$ cat config.mk
export PLATFORM = sky130hd
export DESIGN_NAME = i2c_reg_sequencer_flat
export DESIGN_NICKNAME = d
export VERILOG_FILES = /design/src/rtl/i2c_reg_sequencer_if.sv /design/src/rtl/i2c_reg_sequencer.sv /design/src/flat_wrapper.sv
export SDC_FILE = /design/constraint.sdc
export NUM_CORES = 1
export LEC_CHECK = 0
export ABC_AREA = 1
export CORE_MARGIN = 3
export CORE_UTILIZATION = 25
export CTS_BUF_LIST = sky130_fd_sc_hd__clkbuf_16
export DETAILED_ROUTE_END_ITERATION = 10
export GPL_TIMING_DRIVEN = 0
export SETUP_SLACK_MARGIN = 0.4
export SYNTH_ARGS = -nofsm -noshare
export SYNTH_HDL_FRONTEND = slang
export SYNTH_SLANG_ARGS = --single-unit
$ cat constraint.sdc
create_clock -name clk -period 2.1 [get_ports clk]
set_clock_uncertainty 0.2 [all_clocks]
set_input_delay 0.315 -clock clk [delete_from_list [all_inputs] [get_ports clk]]
set_output_delay 0.315 -clock clk [all_outputs]
set_load 0.03 [all_outputs]
$ cat src/rtl/i2c_reg_sequencer_if.sv
// Client request/response and i2c_master byte-command bundle for i2c_reg_sequencer.
// The slave modport is the sequencer's view; master is the surrounding environment.
interface i2c_reg_sequencer_if;
  localparam int unsigned C_SZ = 6;
  localparam int unsigned S_SZ = 3;

  logic            req_valid;
  logic            req_ready;
  logic            req_rd;
  logic [6:0]      req_dev;
  logic [7:0]      req_reg;
  logic [7:0]      req_wdat;
  logic            rsp_valid;
  logic [7:0]      rsp_rdat;
  logic [1:0]      rsp_err;
  logic            busy;
  logic [C_SZ-1:0] mst_cmd;
  logic [7:0]      mst_dat;
  logic            mst_ws;
  logic [S_SZ-1:0] mst_stat;
  logic [7:0]      mst_dat_in;

  modport slave (
    input  req_valid, req_rd, req_dev, req_reg, req_wdat, mst_stat, mst_dat_in,
    output req_ready, rsp_valid, rsp_rdat, rsp_err, busy, mst_cmd, mst_dat, mst_ws
  );

  modport master (
    output req_valid, req_rd, req_dev, req_reg, req_wdat, mst_stat, mst_dat_in,
    input  req_ready, rsp_valid, rsp_rdat, rsp_err, busy, mst_cmd, mst_dat, mst_ws
  );
endinterface

$ cat src/rtl/i2c_reg_sequencer.sv
// Expands one register read/write request into the i2c_master strobe sequence,
// maps master errors to a response code, then clears errors and releases the bus.
module i2c_reg_sequencer #(
  parameter int unsigned TIMEOUT_CYC = 1000000
) (
  input logic                clk,
  input logic                rst,
  i2c_reg_sequencer_if.slave bus
);
  localparam int unsigned C_SZ   = 6;
  localparam int unsigned C_STRT = 0;
  localparam int unsigned C_STOP = 1;
  localparam int unsigned C_READ = 2;
  localparam int unsigned C_WRTE = 3;
  localparam int unsigned C_NACK = 4;
  localparam int unsigned C_CLRS = 5;
  localparam int unsigned SB_DON = 0;
  localparam int unsigned SB_ERR = 1;
  localparam int unsigned SB_BBY = 2;
  localparam int unsigned CNT_W  = $clog2(TIMEOUT_CYC) + 1;
  localparam logic [CNT_W-1:0] CNT_LAST = (TIMEOUT_CYC == 0) ? '0 : CNT_W'(TIMEOUT_CYC - 1);

  typedef enum logic [3:0] {
    S_IDLE, S_ISSUE, S_ARM, S_WAIT, S_CLR, S_CLR_ARM, S_CLR_WAIT,
    S_STOP, S_STOP_ARM, S_STOP_WAIT, S_RSP
  } state_e;

  state_e          state_q, state_d;
  logic [1:0]      step_q, step_d;
  logic            rd_q, rd_d;
  logic [6:0]      dev_q, dev_d;
  logic [7:0]      reg_q, reg_d;
  logic [7:0]      wdat_q, wdat_d;
  logic [CNT_W-1:0] cnt_q, cnt_d;
  logic [1:0]      err_q, err_d;
  logic [7:0]      rdat_q, rdat_d;
  logic            rsp_valid_q, rsp_valid_d;
  logic            ready_q, ready_d;
  logic            busy_q, busy_d;
  logic [C_SZ-1:0] cmd_q, cmd_d;
  logic [7:0]      dat_q, dat_d;
  logic            ws_q, ws_d;
  logic            clr_once_q, clr_once_d;

  logic            timed_out_c;
  logic            last_step_c;
  logic [C_SZ+7:0] first_c;
  logic [C_SZ+7:0] next_c;

  // Step table: {cmd, dat} for a given step of a read or write
  function automatic logic [C_SZ+7:0] step_cmd(input logic [1:0] step, input logic rd,
                                               input logic [6:0] dev, input logic [7:0] rg,
                                               input logic [7:0] wd);
    logic [C_SZ-1:0] c;
    logic [7:0]      d;
    c = '0;
    d = '0;
    case (step)
      2'd0: begin c[C_STRT] = 1'b1; c[C_WRTE] = 1'b1; d = {dev, 1'b0}; end
      2'd1: begin c[C_WRTE] = 1'b1; d = rg; end
      2'd2: begin
        if (rd) begin c[C_STRT] = 1'b1; c[C_WRTE] = 1'b1; d = {dev, 1'b1}; end
        else    begin c[C_WRTE] = 1'b1; c[C_STOP] = 1'b1; d = wd; end
      end
      default: begin c[C_READ] = 1'b1; c[C_NACK] = 1'b1; c[C_STOP] = 1'b1; end
    endcase
    return {c, d};
  endfunction

  assign timed_out_c = (TIMEOUT_CYC != 0) && (cnt_q == CNT_LAST);
  assign last_step_c = rd_q ? (step_q == 2'd3) : (step_q == 2'd2);
  assign first_c     = step_cmd(2'd0, bus.req_rd, bus.req_dev, bus.req_reg, bus.req_wdat);
  assign next_c      = step_cmd(step_q + 2'd1, rd_q, dev_q, reg_q, wdat_q);

  always_comb begin
    state_d     = state_q;
    step_d      = step_q;
    rd_d        = rd_q;
    dev_d       = dev_q;
    reg_d       = reg_q;
    wdat_d      = wdat_q;
    cnt_d       = (cnt_q == '1) ? cnt_q : cnt_q + CNT_W'(1);
    err_d       = err_q;
    rdat_d      = rdat_q;
    cmd_d       = cmd_q;
    dat_d       = dat_q;
    ws_d        = 1'b0;
    clr_once_d  = clr_once_q;

    case (state_q)
      S_IDLE: begin
        if (bus.req_valid) begin
          rd_d           = bus.req_rd;
          dev_d          = bus.req_dev;
          reg_d          = bus.req_reg;
          wdat_d         = bus.req_wdat;
          step_d         = 2'd0;
          err_d          = 2'd0;
          rdat_d         = 8'd0;
          clr_once_d     = 1'b0;
          {cmd_d, dat_d} = first_c;
          ws_d           = 1'b1;
          state_d        = S_ISSUE;
        end
      end
      S_ISSUE: state_d = S_ARM;
      // Status lags the strobe by a cycle, so it is not looked at here
      S_ARM: begin cnt_d = '0; state_d = S_WAIT; end
      S_WAIT: begin
        if (bus.mst_stat[SB_ERR]) begin
          err_d = ((step_q == 2'd0) || (rd_q && step_q == 2'd2)) ? 2'd1 : 2'd2;
          cmd_d = C_SZ'(1) << C_CLRS;
          dat_d = 8'd0;
          ws_d  = 1'b1;
          state_d = S_CLR;
        end else if (bus.mst_stat[SB_DON]) begin
          if (last_step_c) begin
            if (rd_q) rdat_d = bus.mst_dat_in;
            state_d = S_RSP;
          end else begin
            step_d         = step_q + 2'd1;
            {cmd_d, dat_d} = next_c;
            ws_d           = 1'b1;
            state_d        = S_ISSUE;
          end
        end else if (timed_out_c) begin
          err_d = 2'd3;
          cmd_d = C_SZ'(1) << C_CLRS;
          dat_d = 8'd0;
          ws_d  = 1'b1;
          state_d = S_CLR;
        end
      end
      S_CLR:     state_d = S_CLR_ARM;
      S_CLR_ARM: begin cnt_d = '0; state_d = S_CLR_WAIT; end
      // Recovery: release a still-held bus with STOP, unless this clear followed a STOP error
      S_CLR_WAIT: begin
        if (bus.mst_stat[SB_DON]) begin
          if (bus.mst_stat[SB_BBY] && !clr_once_q) begin
            cmd_d   = C_SZ'(1) << C_STOP;
            dat_d   = 8'd0;
            ws_d    = 1'b1;
            state_d = S_STOP;
          end else begin
            state_d = S_RSP;
          end
        end else if (timed_out_c) begin
          state_d = S_RSP;
        end
      end
      S_STOP:     state_d = S_STOP_ARM;
      S_STOP_ARM: begin cnt_d = '0; state_d = S_STOP_WAIT; end
      S_STOP_WAIT: begin
        if (bus.mst_stat[SB_ERR] && !clr_once_q) begin
          clr_once_d = 1'b1;
          cmd_d      = C_SZ'(1) << C_CLRS;
          dat_d      = 8'd0;
          ws_d       = 1'b1;
          state_d    = S_CLR;
        end else if (bus.mst_stat[SB_DON] || timed_out_c) begin
          state_d = S_RSP;
        end
      end
      S_RSP:   state_d = S_IDLE;
      default: state_d = S_IDLE;
    endcase

    rsp_valid_d = (state_d == S_RSP);
    ready_d     = (state_d == S_IDLE);
    busy_d      = (state_d != S_IDLE);
  end

  always_ff @(posedge clk) begin
    if (rst) begin
      state_q     <= S_IDLE;
      step_q      <= 2'd0;
      rd_q        <= 1'b0;
      dev_q       <= 7'd0;
      reg_q       <= 8'd0;
      wdat_q      <= 8'd0;
      cnt_q       <= '0;
      err_q       <= 2'd0;
      rdat_q      <= 8'd0;
      rsp_valid_q <= 1'b0;
      ready_q     <= 1'b1;
      busy_q      <= 1'b0;
      cmd_q       <= '0;
      dat_q       <= 8'd0;
      ws_q        <= 1'b0;
      clr_once_q  <= 1'b0;
    end else begin
      state_q     <= state_d;
      step_q      <= step_d;
      rd_q        <= rd_d;
      dev_q       <= dev_d;
      reg_q       <= reg_d;
      wdat_q      <= wdat_d;
      cnt_q       <= cnt_d;
      err_q       <= err_d;
      rdat_q      <= rdat_d;
      rsp_valid_q <= rsp_valid_d;
      ready_q     <= ready_d;
      busy_q      <= busy_d;
      cmd_q       <= cmd_d;
      dat_q       <= dat_d;
      ws_q        <= ws_d;
      clr_once_q  <= clr_once_d;
    end
  end

  assign bus.req_ready = ready_q;
  assign bus.busy      = busy_q;
  assign bus.rsp_valid = rsp_valid_q;
  assign bus.rsp_rdat  = rdat_q;
  assign bus.rsp_err   = err_q;
  assign bus.mst_cmd   = cmd_q;
  assign bus.mst_dat   = dat_q;
  assign bus.mst_ws    = ws_q;
endmodule

$ cat src/flat_wrapper.sv
// flat-port wrapper written by rule: the top's interface ports become plain ports
module i2c_reg_sequencer_flat 
#(
  parameter int unsigned TIMEOUT_CYC = 1000000
)
  (clk, rst, bus_req_valid, bus_req_rd, bus_req_dev, bus_req_reg, bus_req_wdat, bus_mst_stat, bus_mst_dat_in, bus_req_ready, bus_rsp_valid, bus_rsp_rdat, bus_rsp_err, bus_busy, bus_mst_cmd, bus_mst_dat, bus_mst_ws);
  i2c_reg_sequencer_if bus_i ();
  input logic clk;
  input logic rst;
  input wire logic [$bits(bus_i.req_valid)-1:0] bus_req_valid;
  input wire logic [$bits(bus_i.req_rd)-1:0] bus_req_rd;
  input wire logic [$bits(bus_i.req_dev)-1:0] bus_req_dev;
  input wire logic [$bits(bus_i.req_reg)-1:0] bus_req_reg;
  input wire logic [$bits(bus_i.req_wdat)-1:0] bus_req_wdat;
  input wire logic [$bits(bus_i.mst_stat)-1:0] bus_mst_stat;
  input wire logic [$bits(bus_i.mst_dat_in)-1:0] bus_mst_dat_in;
  output wire logic [$bits(bus_i.req_ready)-1:0] bus_req_ready;
  output wire logic [$bits(bus_i.rsp_valid)-1:0] bus_rsp_valid;
  output wire logic [$bits(bus_i.rsp_rdat)-1:0] bus_rsp_rdat;
  output wire logic [$bits(bus_i.rsp_err)-1:0] bus_rsp_err;
  output wire logic [$bits(bus_i.busy)-1:0] bus_busy;
  output wire logic [$bits(bus_i.mst_cmd)-1:0] bus_mst_cmd;
  output wire logic [$bits(bus_i.mst_dat)-1:0] bus_mst_dat;
  output wire logic [$bits(bus_i.mst_ws)-1:0] bus_mst_ws;
  assign bus_i.req_valid = bus_req_valid;
  assign bus_i.req_rd = bus_req_rd;
  assign bus_i.req_dev = bus_req_dev;
  assign bus_i.req_reg = bus_req_reg;
  assign bus_i.req_wdat = bus_req_wdat;
  assign bus_i.mst_stat = bus_mst_stat;
  assign bus_i.mst_dat_in = bus_mst_dat_in;
  assign bus_req_ready = bus_i.req_ready;
  assign bus_rsp_valid = bus_i.rsp_valid;
  assign bus_rsp_rdat = bus_i.rsp_rdat;
  assign bus_rsp_err = bus_i.rsp_err;
  assign bus_busy = bus_i.busy;
  assign bus_mst_cmd = bus_i.mst_cmd;
  assign bus_mst_dat = bus_i.mst_dat;
  assign bus_mst_ws = bus_i.mst_ws;
  i2c_reg_sequencer #(.TIMEOUT_CYC(TIMEOUT_CYC)) u_core (.clk(clk), .rst(rst), .bus(bus_i));
endmodule
* After elaboration in Yosys (flattened, before gate mapping) *
Index checks and enable logic that the tools add are counted.

word-level totals
  word-level logic and storage cells = 136
  output and inout port bits = 28
  register bits = 80
  memories kept = 0
  ROM bits = 0
  memory bits (writable) = 0
  bits in latches = 0

cells by class
  equality and inequality tests = 29
  multipliers = 0
  magnitude comparators = 0
  bitwise operators = 0
  $add $sub $neg = 2
  reductions and logical operators = 23
  multiplexer cells = 66
  shifts and indexed selects = 0
  div/mod/pow operators = 0

operator list
  kind                     number
  $mux W8                  14
  $mux W6                  8
  $mux W4                  10
  $pmux W4 S10             1
  $pmux W8 S4              1
  $pmux W6 S4              1
  $pmux W8 S3              1
  $add A21 B1 Y21 const B  1
  $eq A21 B20 Y1 const B   1
  $eq A21 B21 Y1 const B   1
  $eq A4 B3 Y1 const B     4
  $mux W2                  8
  $pmux W8 S2              1
  $mux W1                  15
  $eq A4 B4 Y1 const B     3
  $ne A2 B2 Y1 const B     5
  $eq A4 B2 Y1 const B     2
  $logic_not A4 Y1         2
  $ne A2 B1 Y1 const B     4
  $pmux W2 S2              2
  $reduce_bool A4 Y1       2
  $reduce_and A7 Y1        1
  $eq A2 B2 Y1 const B     3
  $pmux W1 S2              3
  21 further kinds         26

* Depth between registers and ports, before layout *
  word-level depth = 8
  mapped depth = 12

* Worst setup path after synthesis *
OpenSTA, ideal clock, no wires.

  path type = register to register
  from = register u_core.cnt_q[0]
  to = register u_core.cmd_q[4], in the netlist u_core.bus.mst_cmd[4]
  path slack = 0.230 ns
  setup time = 0.113 ns
  cell stages (with the launch flop) = 12
  data required time = 1.787 ns
  data arrival time = 1.557 ns
  path buffers = 1
  path through = dfxtp_1 ha_1 inv_1 nor2_2 nand3_1 nor2_1 nand3_1 nand3_2 nand2_4 buf_6 o21ai_1 nor2_1

on the way
  word-level cells in the longest chain between the ends = 3

RTL lines
  what                         line                      RTL
  from (decl)                  i2c_reg_sequencer.sv:34   logic [CNT_W-1:0] cnt_q, cnt_d;
  from (signal assigned)       i2c_reg_sequencer.sv:198  cnt_q <= cnt_d;
  $eq A21 B20 Y1               i2c_reg_sequencer.sv:70   assign timed_out_c = (TIMEOUT_CYC != 0) && (cnt_q == CNT_LAST);
  $ne A4 B3 Y1 (no line)       --
  $reduce_and A7 Y1 (no line)  --
  to (signal assigned)         i2c_reg_sequencer.sv:204  cmd_q <= cmd_d;
  to (decl)                    i2c_reg_sequencer.sv:40   logic [C_SZ-1:0] cmd_q, cmd_d;

No other way between the ends.
A chain may end at the register's enable or synchronous reset.

* Worst setup path in the final report *
  from = register u_core.cnt_q[1]
  to = register u_core.cmd_q[1], in the netlist u_core.bus.mst_cmd[1]

Same word-level chain as after synthesis.

==> metrics <==
status=finished clean; drt pass-1 iters=5; CP max stage cell=dfxtp_4; Critical path buffers and inverters=2; largest family of logic cells by synthesized area=simple AND/OR/NAND/NOR gates; Synth Area in Compound Gates=0.1572; endpoints failing setup=0; Hold Vio Cnt, Final=0; post-synthesis xor/xnor area fraction=0.01985; total CTS buffers=9; drt wl/cell=13.38 microns; vias per inst=4.571; RSZ-0062 raised after global routing=true; P per Cell Area=762.5 nW/um^2; Placer Congestion=0.8883; top layer in use=met4; Post-Synthesis Mean Instance Area=6.967 sq um; First DRT Iteration DRCs=197; crit-path max FO=5; Largest stage delay, worst path=0.36 ns; PortBufs=64; hold buffer count at cts=0; met3 wire length=524 microns; H-tree depth=3; Ys Warns=0; Max-Cap Viols=0; post-synth cell types=37; met2 WL post-DR=5850 microns; Nets=740; die area=17430 sq um; min Tclk post-route=1.952 ns; # IOs=66; pins over their slew limit=0; Synth Register Bits=79; latest clock arrival within the worst-skew pair=0.34 ns; DP HPWL=8109 microns; Place WS=-0.5816 ns; vias in the first global route=4013; ANT nets after route=0; Hold Path Class=reg -> reg; Die W=132.0 microns; Final Cell Area=6275 sq um; Syn Nets=616; simple logic cell fraction of the synthesized area=0.2965; share of cells above drive strength 1=0.3076; starting density of the core=0.2584; final cycle utilization of the critical path=0.9297; Mapped Area=3971 sq um; DRC=0; mux cell area share after synthesis=0; crit path capture type=flip-flop; CP cell instances=ha_4 -> inv_4 -> nor2_4 -> nand3_2 -> nor2_4 -> nand3_4 -> nand3_4 -> nand2_8 -> clkbuf_16 -> o21ai_1 -> nor2_1; initial antenna violation count=0; vias=4160; Crit Path Category=reg -> reg; Die H=132.0 microns; crit path launch type=flip-flop; final WL=12170 microns; register area share after synthesis=0.3982; post-synthesis adder-cell area fraction=0.02520; Setup TNS=0 ns; first-pass GRT wire length=19150 microns; fmax=0.5122 GHz; register clock-pin slew on the reported worst setup and hold paths=0.07 ns; leak pwr=0.002695 uW; gr usage total=0.1348; slew at the pin closest to its max-slew limit=0.6247 ns; Num Clock Sinks=79; Finished Core Util=0.4082; synth-to-layout area growth=58.00%; root buf cell=clkbuf_16; Metal-1 WL=5554 microns; largest net degree at the start of global routing=17; VDD IR max=0.4118 mV; Slew headroom=0.5835; placed cell area=4906 sq um; final setup margin=0.1477 ns; floorplan core area=15370 sq um; crit-path leading delay family=simple AND/OR/NAND/NOR gates; Worst EP arrival=1.99 ns; CTS tree=done; n_diodes=0; cell row count=45; clk buf depth=2; WP data required=2.14 ns; post-synthesis cell count=570; grt total ovfl=0
==> layout by cell type, fill, tap and decap left out, drive strengths merged, types with 8 or more instances in the layout <==
cell type / instances
nor3: 11
buf: 58
inv: 81
clkdlybuf4s50: 34
a21oi: 53
nand4: 11
dlygate4sd2: 29
nand2: 102
clkbuf: 17
o21ai: 45
nand3: 49
dfxtp: 79
ha: 8
o22ai: 15
nor2: 77
==> cells in the mapped netlist, drive strengths merged <==
cell type	instances	area, sq um
a211oi	2	15.01
a21oi	53	265.3
a31oi	4	25.02
and2	1	6.260
buf	8	66.30
clkbuf	9	33.78
clkinv	4	15.01
dfxtp	79	1582
ha	8	100.1
inv	77	294.0
nand2	102	395.4
nand3	49	280.3
nand3b	2	15.01
nand4	11	68.82
nor2	77	320.3
nor3	11	66.32
nor4	1	6.260
o21ai	45	225.2
o22ai	15	93.84
or2	3	18.77
xnor2	5	43.79
xor2	4	35.03
==> flip-flops by register name, summed over array words and instances, names as in the netlist <==
name,count
u_core.bus.rsp_valid,1
u_core.rd_q,1
u_core.clr_once_q,1
u_core.bus.mst_ws,1
u_core.wdat_q,8
u_core.bus.busy,1
u_core.bus.mst_cmd,5
u_core.cnt_q,21
u_core.bus.mst_dat,8
u_core.state_q,4
u_core.step_q,2
u_core.dev_q,7
u_core.bus.req_ready,1
u_core.bus.rsp_err,2
u_core.reg_q,8
u_core.bus.rsp_rdat,8
==> layer usage <==
metal,up-vias,global-route usage
met2,97,0.2181
li1,2124,-
met3,22,0.03053
met1,1917,0.1740
met5,-,0
met4,0,0.05426
==> final timing paths <==
path,cells after the start,endpoint,start,slack [ns]
setup reg to reg,11,u_core.bus.mst_cmd[1]$_SDFFE_PP0P_,u_core.cnt_q[1]$_SDFFE_PP0P_,0.15
hold reg to reg,2,u_core.reg_q[4]$_SDFFE_PP0P_,u_core.reg_q[4]$_SDFFE_PP0P_,0.26
setup / recovery,11,u_core.bus.mst_cmd[1]$_SDFFE_PP0P_,u_core.cnt_q[1]$_SDFFE_PP0P_,0.15
hold / removal,2,u_core.reg_q[4]$_SDFFE_PP0P_,u_core.reg_q[4]$_SDFFE_PP0P_,0.26
==> logic make-up (layout without fill, tap and decap cells) <==
group | Yosys count | count (layout)
compound gates | 119 | 119
xor+xnor | 9 | 9
fa+ha+maj | 8 | 8
buf+inv | 98 | 227
flops | 79 | 79
simple gates | 257 | 257
==> cell type report <==
cell class	instances	area (sq um)
plain buffers	17	138.9
clock buffers	9	225.2
clock inverters	7	86.33
fillers	1524	9096
inverters	81	341.6
multi-input cells	393	2530
flip-flops and latches	79	1618
well taps	211	264.0
repair buffers	113	1071
==> where the power goes <==
| group | internal [uW] | switching (uW) |
|---|---|---|
| registers | 1650 | 81.3 |
| logic | 600 | 828 |
| clock network | 947 | 677 |
| total | 3200 | 1590 |
==> metrics by stage <==
step                total power, uW  hold slack [ns]  std cells
floorplan                      2508           0.1935        570
global placement               2895           0.2360        845
detailed placement             2904           0.2431        845
CTS                            4685           0.2554        896
global route                   5051           0.2698        910
finish                         4785           0.2553        910
==> tightest hold or removal path: cells and delay by family, from the launching register on <==
kind / cells / cell delay (ns)
buffers and inverters: 1 / 0.06
flip-flops: 1 / 0.30
AO/OA/AOI/OAI: 1 / 0.05
==> timing repair <==
action                                  4_1_cts  5_1_grt
resized for setup                           165       73
setup buffers                                34       11
pin swaps                                    22       27
gates cloned                                  1        3
endpoints found under the setup margin      107       69
Note: power is estimated with default switching activity, not from simulation.
